===== src/rtl/cache_arbiter.sv =====
// Arbitrates I-cache line reads and D-cache line reads/writebacks onto a 64-bit, 4-beat memory burst port.
// Build option: define CACHE_ARB_ROUND_ROBIN_EN for round-robin tie breaking (default: D side always wins).
module cache_arbiter (
  input  logic         clk,
  input  logic         rst,
  input  logic         i_read,
  input  logic [31:0]  i_addr,
  output logic [255:0] i_rdata,
  output logic         i_resp,
  input  logic         d_read,
  input  logic         d_write,
  input  logic [31:0]  d_addr,
  input  logic [255:0] d_wdata,
  output logic [255:0] d_rdata,
  output logic         d_resp,
  output logic         pmem_read,
  output logic         pmem_write,
  output logic [31:0]  pmem_addr,
  output logic [63:0]  pmem_wdata,
  input  logic [63:0]  pmem_rdata,
  input  logic         pmem_resp
);

  localparam logic [31:0] LINE_MASK = 32'hFFFF_FFE0;

  typedef enum logic [2:0] {IDLE, I_RD, D_RD, D_WR, DONE} state_e;

  state_e       state_q, state_d;
  logic [1:0]   k_q, k_d;
  logic [31:0]  base_q, base_d;
  logic [255:0] line_q, line_d;
  logic         dside_q, dside_d;   // 1 when the current/last burst serves the D side
  logic         d_req;
  logic         pick_dside;
  logic         in_burst;

  assign d_req = d_read | d_write;

`ifdef CACHE_ARB_ROUND_ROBIN_EN
  logic last_d_q, last_d_d;         // last_grant: 0 = I, 1 = D
  // On a tie, the side not served last wins.
  assign pick_dside = d_req & ~(i_read & last_d_q);
`else
  assign pick_dside = d_req;
`endif

  always_comb begin
    state_d = state_q;
    k_d     = k_q;
    base_d  = base_q;
    line_d  = line_q;
    dside_d = dside_q;
`ifdef CACHE_ARB_ROUND_ROBIN_EN
    last_d_d = last_d_q;
`endif
    case (state_q)
      IDLE: begin
        k_d = 2'd0;
        if (pick_dside) begin
          dside_d = 1'b1;
          base_d  = d_addr & LINE_MASK;
          if (d_write) begin
            state_d = D_WR;
            line_d  = d_wdata;
          end else begin
            state_d = D_RD;
          end
        end else if (i_read) begin
          dside_d = 1'b0;
          base_d  = i_addr & LINE_MASK;
          state_d = I_RD;
        end
`ifdef CACHE_ARB_ROUND_ROBIN_EN
        if (d_req | i_read) begin
          last_d_d = pick_dside;
        end
`endif
      end
      I_RD, D_RD, D_WR: begin
        if (pmem_resp) begin
          if (state_q != D_WR) begin
            line_d[{k_q, 6'd0} +: 64] = pmem_rdata;
          end
          k_d = k_q + 2'd1;
          if (k_q == 2'd3) begin
            state_d = DONE;
          end
        end
      end
      DONE:    state_d = IDLE;
      default: state_d = IDLE;
    endcase
  end

  always_ff @(posedge clk or posedge rst) begin
    if (rst) begin
      state_q <= IDLE;
      k_q     <= 2'd0;
      base_q  <= 32'd0;
      line_q  <= 256'd0;
      dside_q <= 1'b0;
    end else begin
      state_q <= state_d;
      k_q     <= k_d;
      base_q  <= base_d;
      line_q  <= line_d;
      dside_q <= dside_d;
    end
  end

`ifdef CACHE_ARB_ROUND_ROBIN_EN
  always_ff @(posedge clk or posedge rst) begin
    if (rst) begin
      last_d_q <= 1'b0;
    end else begin
      last_d_q <= last_d_d;
    end
  end
`endif

  // All outputs decode from registered state so reset clears them immediately.
  assign pmem_read  = (state_q == I_RD) || (state_q == D_RD);
  assign pmem_write = (state_q == D_WR);
  assign in_burst   = pmem_read | pmem_write;
  assign pmem_addr  = in_burst ? (base_q + {27'd0, k_q, 3'd0}) : 32'd0;
  assign pmem_wdata = pmem_write ? line_q[{k_q, 6'd0} +: 64] : 64'd0;
  assign i_resp     = (state_q == DONE) && !dside_q;
  assign d_resp     = (state_q == DONE) && dside_q;
  assign i_rdata    = i_resp ? line_q : 256'd0;
  assign d_rdata    = d_resp ? line_q : 256'd0;

endmodule

===== config.mk =====
export PLATFORM = sky130hd
export DESIGN_NAME = cache_arbiter
export DESIGN_NICKNAME = d
export VERILOG_FILES = /design/src/rtl/cache_arbiter.sv
export SDC_FILE = /design/constraint.sdc
export NUM_CORES = 1
export LEC_CHECK = 0
export BUFFER_PORTS_ARGS = -buffer_cell sky130_fd_sc_hd__buf_2
export CAP_MARGIN = 40
export CORE_AREA = 2 2 395 397
export CTS_CLUSTER_DIAMETER = 30
export DETAILED_ROUTE_END_ITERATION = 12
export DIE_AREA = 0 0 397 399
export HOLD_SLACK_MARGIN = 0.12
export PLACE_DENSITY = 0.43
export REMOVE_ABC_BUFFERS = 1
export SYNTH_ARGS = -nofsm -noshare
export SYNTH_HDL_FRONTEND = slang
export SYNTH_SLANG_ARGS = --single-unit

===== constraint.sdc =====
create_clock -name clk -period 9.3 [get_ports clk]
set_input_delay 0.93 -clock clk [delete_from_list [all_inputs] [get_ports clk]]
set_output_delay 0.93 -clock clk [all_outputs]
set_load 0.02 [all_outputs]

# Word level (Yosys, flattened, before mapping)
# Index checks and enable logic that the tools add are counted.
[classes] n_bitwise=2 n_mux=22 reduce_logical=12 n_shift=3 n_addsub=3 n_eq_ne=12
[op_table] operator="256-bit two-way mux" count=6
[op_table] operator="256-bit one-hot mux with 2 select lines" count=1
[op_table] operator="256-bit bitwise mux" count=1
[op_table] operator="64-bit by 10-bit variable shift with 256-bit output, first input constant" count=1
[op_table] operator="256-bit by 9-bit indexed part select with 64-bit output" count=1
[op_table] operator="64-bit by 10-bit indexed part select with 256-bit output" count=1
[op_table] operator="32-bit two-way mux" count=3
[op_table] operator="64-bit two-way mux" count=1
[op_table] operator="32-bit by 5-bit adder with 32-bit output" count=1
[op_table] operator="3-bit two-way mux" count=4
[op_table] operator="2-bit != test, second input constant" count=5
[op_table] operator="8-bit negator with 10-bit output" count=1
[op_table] operator="3-bit by 2-bit == test with 1-bit output, second input constant" count=2
[op_table] operator="3-bit one-hot mux with 2 select lines" count=1
[op_table] operator="5-bit AND reduction" count=1
[op_table] operator="2-bit one-hot mux with 2 select lines" count=1
[op_table] operator="2-bit AND reduction" count=2
[op_table] operator="2-bit nonzero test" count=2
[op_table] operator="3-bit by 1-bit == test with 1-bit output, second input constant" count=1
[op_table] operator="3-bit == test, second input constant" count=1
[op_table] operator="3-bit logical NOT" count=1
[op_table] operator="1-bit two-way mux" count=3
[op_table] operator="3-bit by 2-bit != test with 1-bit output, second input constant" count=1
[op_table] operator="3-bit != test, second input constant" count=1
[op_table] operator="other kinds (9)" count=11
[totals] regBits=294 input_bits=390 out_inout_bits=612 word_cells=59

# Logic depth before layout (Yosys ltp)
# Gate-level depths: netlist of run 1.
[logic_depth] depth_word=6 ltp_mapped=11 depth_no_buf=6

# Worst setup path after synthesis of run 1
# OpenSTA, ideal clock, no wires.
[synth_path] path_kind="reg-to-output" from="reg k_q[1]" to="out pmem_wdata[17]" path_slack_ns=6.691 path_buffers=2 path_stages_with_launch=5 arrival_time_ns=1.679 required_ns=8.370 cell_sequence="dfrtp_1 buf_2 buf_2 mux4_2 nor2b_1"
[synth_between] elab_chain_len=2
[synth_lines] item="start: declaration" line_no="29" text="logic [1:0] k_q, k_d;"
[synth_lines] item="start signal: assignment" line_no="104" text="k_q <= k_d;"
[synth_lines] item="256-bit by 9-bit indexed part select with 64-bit output" line_no="126" text="assign pmem_wdata = pmem_write ? line_q[{k_q, 6'd0} +: 64] : 64'd0;"
[synth_lines] item="64-bit two-way mux" line_no="126"
[synth_lines] item="end: declaration" line_no="19" text="output logic [63:0] pmem_wdata,"
# Every way passes these cells.

# Worst setup path after layout of run 1
[layout_path] from="reg state_q[0]" to="out d_rdata[149]"
[layout_between] elab_chain_len=3
[layout_lines] item="start: declaration" line_no="28" text="state_e state_q, state_d;"
[layout_lines] item="start signal: assignment" line_no="103" text="state_q <= state_d;"
[layout_lines] item="3-bit == test" line_no="128" text="assign d_resp = (state_q == DONE) && dside_q;"
[layout_lines] item="1-bit logical AND" line_no="128"
[layout_lines] item="256-bit two-way mux" line_no="130" text="assign d_rdata = d_resp ? line_q : 256'd0;"
[layout_lines] item="end: declaration" line_no="14" text="output logic [255:0] d_rdata,"
# Every way passes these cells.

==> results.txt, run 1 <==
- In this run, distinct cell masters in the synthesized netlist total 41.
* Average instance area after synthesis: approximately 9.0 um2
- The min-delay analysis places its worst path in the category in2async.
- In this run, placement finished with an instance count of 4942.
- Detail Placement HPWL: 102000 um
* Count of nets left with antenna violations after detail routing: 0
- Data on the critical path arrives at its endpoint at approximately 3600 ps.
* Total Die Area: 0.158 mm2
- In this run the power density over the cells is 348 mW/mm2.
- CTS H-tree depth: 3
- After synthesis, the share of flip-flops with an asynchronous set or reset is 1.00.
- Overall via count from detail_route: 20900
* Area leader, netlist: dfrtp_1
- Summed over all nets, wire length on met3 after detailed routing comes to ~10000 um.
* Setup bufs post-CTS: 0
- Status: complete, no violations
- Highest metal used: met5
- CTS Root Cell: clkbuf_16
- Layout cell share with drive strength beyond 1: 0.413
- Global-route usage over all layers: 0.160
- Setup repair after global routing left no endpoint under its margin.
- Drt pass-1 iters: 6
* Nature of the critical path endpoint: primary output
- The first global-routing pass estimated 175000 um of wire.
- Dividing the final minimum period by the clock period gives 0.483.
- Count of non-filler cells in the finished layout: slightly above 5000
- For this design, the slowest cell found on the critical path is dfrtp_1.
- The number of antenna violations at the first check in global routing is 50.
- The share of total power dissipated in combinational logic is 0.389.
- Setup violations remaining at the end of the flow were counted as 0.
- Sort of element at the start of the critical path: flop
* Top cells by area, synth: dfrtp_1, and2_1, a32oi_1
* Flip-flop and latch count after synthesis: 289
- I/O pin count: 1002
- TritonCTS built the clock tree.
- Largest incremental delay on the critical path: about 570 ps
- Wire segments on met2 add up to 63600 um in the final route.
- Global-route congestion overflow total: 0
* Crit-path cells: nor2_4 -> and3_4 -> buf_4 -> buf_12 -> and2_1 -> buf_2
- In this run, CTS created clock tree buffers numbering 102.
- Number of vias per cell: 4.07
- In this run, the number of DRC markers left after iteration 0 of detailed routing was 1439.
- Total wirelength of the detailed-routed design: 133000 um
* Instance count of the mapped netlist: 2092
- Maximum resistive drop on vdd: 0.236 mV
* Portion of synthesized cell area occupied by the leading cell type: 0.385
- Remaining DRCs: 0
- Highest clock rate: 0.223 GHz
- After clock tree synthesis, the flow added hold-fix buffers numbering 0.
- Pleak: 13.8 nW
* Measured slew at the worst slew-check pin: 1140 ps
* Effective utilization at floorplan: 0.122
- Part of the Yosys area used for sequential elements: 0.385
- Port Buffers: between 900 and 1000
- At the end of routability-driven placement, the weighted congestion stood at 0.845.
- The most used flip-flop cell after synthesis is dfrtp_1.
- No sink is reached through more buffers than the 3 on the longest clock path.
- Warning count from the yosys run: 0
* Number of global-route vias before repair: 19900
* Mapped Area: 0.0188 mm2
- Number of fillers in the final layout: 17300
- Number of pins exceeding their max-slew limit in the final report: 0
- Entering global routing, the biggest net connects 165 pins.
* Layout Skew: around 36 ps
- The routed design could run at a clock period as short as 4490 ps.
* Switch Pwr: 4.71 mW
- STA puts the critical path data required time at 8370 ps.
- Measured against its own limit, the worst slew margin works out to 0.239.
- The worst register-to-register path has a depth of 6.
* Maximum fanout along the worst path: 64
* Number of sinks driven by the clock tree: around 290
- R2r startpoint: k_q[1]
* Count of flip-flops with a built-in enable after synthesis: 0
- The number of gates resized after CTS was 0.
- The final hold violation count came to 0.
- Share of power burned in the clock network: 0.318
- Clock latency on the worst-skew pair, taken at its later pin, is 710 ps.
- Switching part of the total: 0.462
* Met1 layer wirelength in the final routing: around 56000 um
- Final routed wire length divided by cell count: around 26 um
- Internal power comes to 5.49 mW.
* Die height: 399 um
- Of the total power, registers draw 0.293.
- Final Core Density: 0.191
- The worst setup path is of the reg2out kind.
- Die boundary width: 397 um
- Clk slew on worst S/H paths: ~40 ps
* End of the worst register-to-register path: line_q[179]
* Standard-cell row count: 144
- Layout area overhead: 55.8%
- The floorplan step defined a core boundary enclosing 0.154 mm2.
* Net count reported at finish: 3397
- Max_cap viols: 0
- In this run the register-to-register setup slack is 5720 ps.
[cell type report]
class                   count  area [um2]  share of cell area
inverters                   5        26.3            0.000897
diodes                     12        30.0             0.00103
flip-flops and latches    289        7240               0.247
well taps                2044        2560              0.0873
repair buffers           1033        5490               0.187
clock inverters            33         330              0.0113
multi-input cells        1571       10600               0.363
clock buffers             155        2990               0.102
[per-layer routing]
layer | vias to the layer above | track usage
li1 | 9287 | -
met1 | 10300 | 0.207
met2 | 1123 | 0.264
met3 | 183 | 0.0378
met4 | 12 | 0.0446
met5 | - | 0
[worst max-delay path by stage]
stage / start / to / slack (ps) / depth (start not counted)
2_1_floorplan: state_q[0] / line_q[10] / -2960 / 4
3_3_place_gp: state_q[0] / i_rdata[70] / 5230 / 7
3_5_place_dp: state_q[0] / d_rdata[118] / 5500 / 6
4_1_cts: state_q[0] / d_rdata[118] / 4720 / 6
5_1_grt: state_q[0] / d_rdata[118] / 4470 / 6
6_report: state_q[0] / d_rdata[149] / 4810 / 6
[power groups by stage]
stage / logic, mW / registers (mW) / clock network, mW
2_1_floorplan: 2.44 / 2.37 / 0
3_3_place_gp: 3.94 / 3.00 / 0
3_5_place_dp: 4.05 / 3.02 / 0
4_1_cts: 4.06 / 3.00 / 3.32
5_1_grt: 4.33 / 3.08 / 3.39
6_report: 3.97 / 2.98 / 3.24
[placed cells by master (no fill, tap or decap), types with 2 or more instances in the layout]
master     instances
buf_16             6
conb_1             3
clkinv_2          26
dfrtp_1          287
nor2_4             4
nand3b_1           2
inv_1              4
o21ai_1           68
diode_2           12
nor2b_1           64
a31o_4             3
nand2_1          196
mux2i_1           27
dfrtp_4            2
buf_4             32
and3_4             3
clkinv_16          5
a21oi_1           91
o21ai_0          125
a22oi_1           65
mux4_2            64
buf_2            988
nor2_1            96
and2_1           539
ha_1               5
nand4b_1           8
clkbuf_1          30
buf_12             7
clkbuf_8          22
a32oi_1          192
clkbuf_16        103
[critical path, delay by kind of cell (launching register included)]
kind                   cells  cell delay, ps
and+or+nand+nor            3            1230
buffers and inverters      3            1010
DFF                        1             570
[metrics by stage]
stage / power, mW / hold slack (ps) / TNS, ps / worst slack (ps) / instance area, um2
6_report: 10.2 / 325 / 0 / 4810 / 29300
5_1_grt: 10.8 / 339 / 0 / 4470 / 29300
4_1_cts: 10.4 / 278 / 0 / 4720 / 29300
3_5_place_dp: 7.07 / 508 / 0 / 5500 / 25900
3_3_place_gp: 6.95 / 501 / 0 / 5230 / 25700
2_1_floorplan: 4.80 / 471 / -310440 / -2960 / 17800
[cells in the mapped netlist (4+ instances only)]
cell and instances:
buf_1 6, clkbuf_2 6, o21ai_1 68, a32oi_1 192
buf_2 71, clkbuf_1 133, buf_4 6, a22oi_1 65
ha_1 5, nor2b_1 64, nand2_1 196, nor2_1 98
mux2i_1 27, o21ai_0 125, inv_1 5, and2_1 539
nand4b_1 8, mux4_2 64, a21oi_1 91, buf_6 7
dfrtp_1 289, and3_1 4
[state kept, by name, summed over array words and instances, names as in the netlist]
register / cells
state_q: 3
dside_q: 1
k_q: 2
line_q: 256
base_q: 27
[cell families (layout without fill, tap and decap cells)]
family                     count (synthesis)  count (layout)  share of synthesized area
AOI/OAI and AO/OA                        551             551                      0.195
DFF                                      289             289                      0.385
and+or+nand+nor                          920             920                      0.269
other                                      1              15                   0.000199
xor gates and xnor gates                   1               1                   0.000466
muxes                                     91              91                     0.0910
adders and majority gates                  5               5                    0.00333
buffers and inverters                    234            1226                     0.0558
No activity file was read; power rests on OpenSTA's default activity.
==> inputs of run 2 (changes only) <==
Settings changed: ABC_AREA set to 1, CORE_AREA 2 2 395 397 to 2 2 388 390, DIE_AREA 0 0 397 399 to 0 0 390 392, PLACE_DENSITY 0.43 to 0.44.
Clock period 9.3 ns to 4.5 ns, I/O delays scaled along.
==> results.txt, run 2 <==
- The flow ran to the end, and the final reports show no timing, DRC or antenna violations.
- Layout area overhead: 73.3%
* Cell with the most instances after synthesis: nand2_1
* Global-route usage over all layers: 0.172 (+0.0119)
* Final weighted congestion of routability-driven global placement: 0.886 (+4.9%)
- Number of flip-flops under the largest register name: 256 (unchanged)
* Final Hold Fails: 0 (unchanged)
- Area leader, netlist: dfrtp_1
* Count of distinct cell types in the synthesized netlist: 25 (-39%)
- The path class of the tightest hold or removal check is in2reg.
* Pleak: 18.6 nW (+35%)
- Number of vias per cell: 4.21 (+3.4%)
* Count of flip-flops with a built-in enable after synthesis: 0 (unchanged)
- Prevailing post-synth register cell: dfrtp_1
- Power after layout: 23.5 mW (+130%)
- I/O pin count: 1002 (unchanged)
* Total wirelength of the detailed-routed design: 138000 um (+3.4%)
- Warning count from the yosys run: 0 (unchanged)
* Mapped Area: 0.0204 mm2 (+8.6%)
* Critical path class: reg2out
- The transition time at the pin with the least slew margin was 980 ps (-162 ps).
* Port Buffers: 988 (unchanged)
- Maximum resistive drop on vdd: 0.662 mV (+180%)
- Number of buffers created by CTS: 108 (+5.9%)
* Nature of the critical path endpoint: primary output
* TritonCTS clock tree: done
* Standard cell core area: 0.149 mm2 (-3.1%)
- Required time of the critical path: 4050 ps (-4320 ps)
- The total die area is 0.153 mm2 (-3.5%).
- Layout cell share with drive strength beyond 1: 0.261 (-0.152)
* Number of pins exceeding their max-slew limit in the final report: 0 (unchanged)
- The deepest level of the CTS H-tree was 3 (unchanged).
* Top cells by area, synth: dfrtp_1, nand2_1, nor2_1
- The die outline width is 390 um (-1.8%).
- Buffers from clock root to sink, at most: 3 (unchanged)
- Worst relative slew slack: 0.347 (+0.108)
- Power density cells: 664 mW/mm2 (+91%)
* Net count reported at finish: 5151 (+52%)
* Clock latency on the worst-skew pair: 700 ps (about the same)
* Flip-flop and latch count after synthesis: 289 (unchanged)
- Register with the highest flop count: line_q
- Effective utilization at floorplan: 0.137 (+0.0148)
- Max_cap viols: 0 (unchanged)
- The maximum number of pins on one net before global-route repair was 100 (-39%).
- The final cell area excluding filler cells came to 0.0354 mm2 (+21%).
* Async set-or-reset flop fraction in the synthesized netlist: 1.00 (unchanged)
* Clk slew on worst S/H paths: 40 ps (about the same)
- Standard-cell row count: 142 (-1.4%)
- The number of violations reported at the end of detailed-routing iteration 0 was 1895 (+32%).
- Placed Area: 0.0271 mm2 (+4.5%)
- The highest net fanout along the worst path came to 66 (+3.1%).
- In this run the clock root is driven by a clkbuf_16.
- The number of instances in the synthesized netlist was 3380 (+62%).
- The sum of net half-perimeters after detailed placement was 99800 um (-2.5%).
* Layout Skew: 23.8 ps (-12.0 ps)
- Fin Hold WS: 179 ps (-146 ps)
* Highest clock rate: 0.260 GHz
- The library cell used most frequently in the layout, excluding fill and tap cells, is nand2_1.
- Slowest cell on the critical path: buf_4
* Final setup violation count: 0 (unchanged)
- The first-pass GRT wire length came to 190000 um (+8.8%).
- Highest-count cells in the layout ignoring fill and taps: nand2_1, buf_2, nor2_1, dlygate4sd3_1, o21ai_0
- Final routed wire length divided by cell count: 20.3 um (-22%)
* Remaining DRCs: 0 (unchanged)
- Part of the Yosys area used for sequential elements: 0.354 (-0.0305)
* Antenna violations before repair: 32 (-36%)
- Portion of synthesized cell area occupied by the leading cell type: 0.354 (-0.0305)
* Unrepaired setup endpoints after global routing: no
- Minimum clock period: 3850 ps
- The peak per-stage delay on the critical path is 730 ps (+160 ps).
* Drt pass-1 iters: 8 (+2)
- Crit path arrival time: 3400 ps (-160 ps)
* Number of global-route vias before repair: 27700 (+39%)
- Number of sinks driven by the clock tree: 289 (unchanged)
* Die height: 392 um (-1.8%)
* Period Utilization, post-route: 0.855
- Sort of element at the start of the critical path: flop
- By count the netlist is led by nand2_1, nor2_1, o21ai_0, inv_1, dfrtp_1.
- The detailed-route via count is 28600 (+37%).
* Crit-path cells: inv_6 -> buf_4 -> o21ai_0 -> a21oi_1 -> buf_2
- Count of nets left with antenna violations after detail routing: 0 (unchanged)
* Post-cts repair resize count: 0 (unchanged)
- The largest registers in the layout are line_q: 256 flops, base_q: 27 flops, state_q: 3 flops.
- The overall overflow remaining after global route was 0 (unchanged).
- The post-synthesis average cell area is 6.04 um2 (-33%).
run 2: what timing repair did:
action	CTS	global route
hold endpoints to repair	374	0
buffers inserted	0	0
hold buffers	461	0
run 2: final timing paths:
path | start | endpoint | slack (ps) | cells after the start
min reg2reg | line_q[170] | line_q[170] | 470 | 2
min in group asynchronous | rst | base_q[24] | 500 | 3
max reg2reg | k_q[0] | line_q[245] | 1010 | 9
min | d_wdata[144] | line_q[144] | 180 | 5
max in group asynchronous | rst | line_q[133] | 2900 | 4
max | k_q[0] | pmem_wdata[0] | 650 | 5
run 2: critical path, delay by kind of cell, from the launching register on:
kind	cells	cell delay, ps
buf+inv	3	1300
compound gates	2	840
flops	1	520
run 2: layout make-up:
class	count	area, um2
inverter	309	1200
multi-input combinational	2531	10600
fill	16900	113000
clock buffer	161	3220
clock inverter	34	439
tap	1944	2430
antenna	11	27.5
timing repair buffer	1517	10200
sequential	289	7240
run 2: metal layers:
layer / vias up / share of wire / GRT usage
met2: 1441 / 0.47 / 0.283
met5: - / 0.00030 / 0
met4: 6 / 0.039 / 0.0774
met3: 311 / 0.073 / 0.0332
met1: 13700 / 0.42 / 0.216
li1: 13200 / - / -
run 2: power breakdown:
group | total [mW] | internal (mW) | switching [mW]
Clock | 7.41 | 5.24 | 2.17
Sequential | 4.43 | 3.69 | 0.741
Combinational | 11.7 | 3.24 | 8.44
run 2: kinds of logic (layout without fill, tap and decap cells):
family	count (synthesis)	in the layout	share of synthesized area
adder cells (fa/ha/maj)	5	5	0.00306
other	1	14	0.000184
buffers and inverters	562	2021	0.129
flip-flops	289	289	0.354
AO/OA/AOI/OAI	508	508	0.125
AND/OR/NAND/NOR	2015	2015	0.389
run 2: through the flow:
step	instances	setup WS (ps)	utilization	TNS (ps)
3_3_place_gp	6128	1330	0.182	0
6_report	6796	652	0.238	0
4_1_cts	6785	582	0.238	0
3_5_place_dp	6129	1320	0.182	0
2_1_floorplan	3129	-3930	-	-1924670
5_1_grt	6791	556	0.238	0
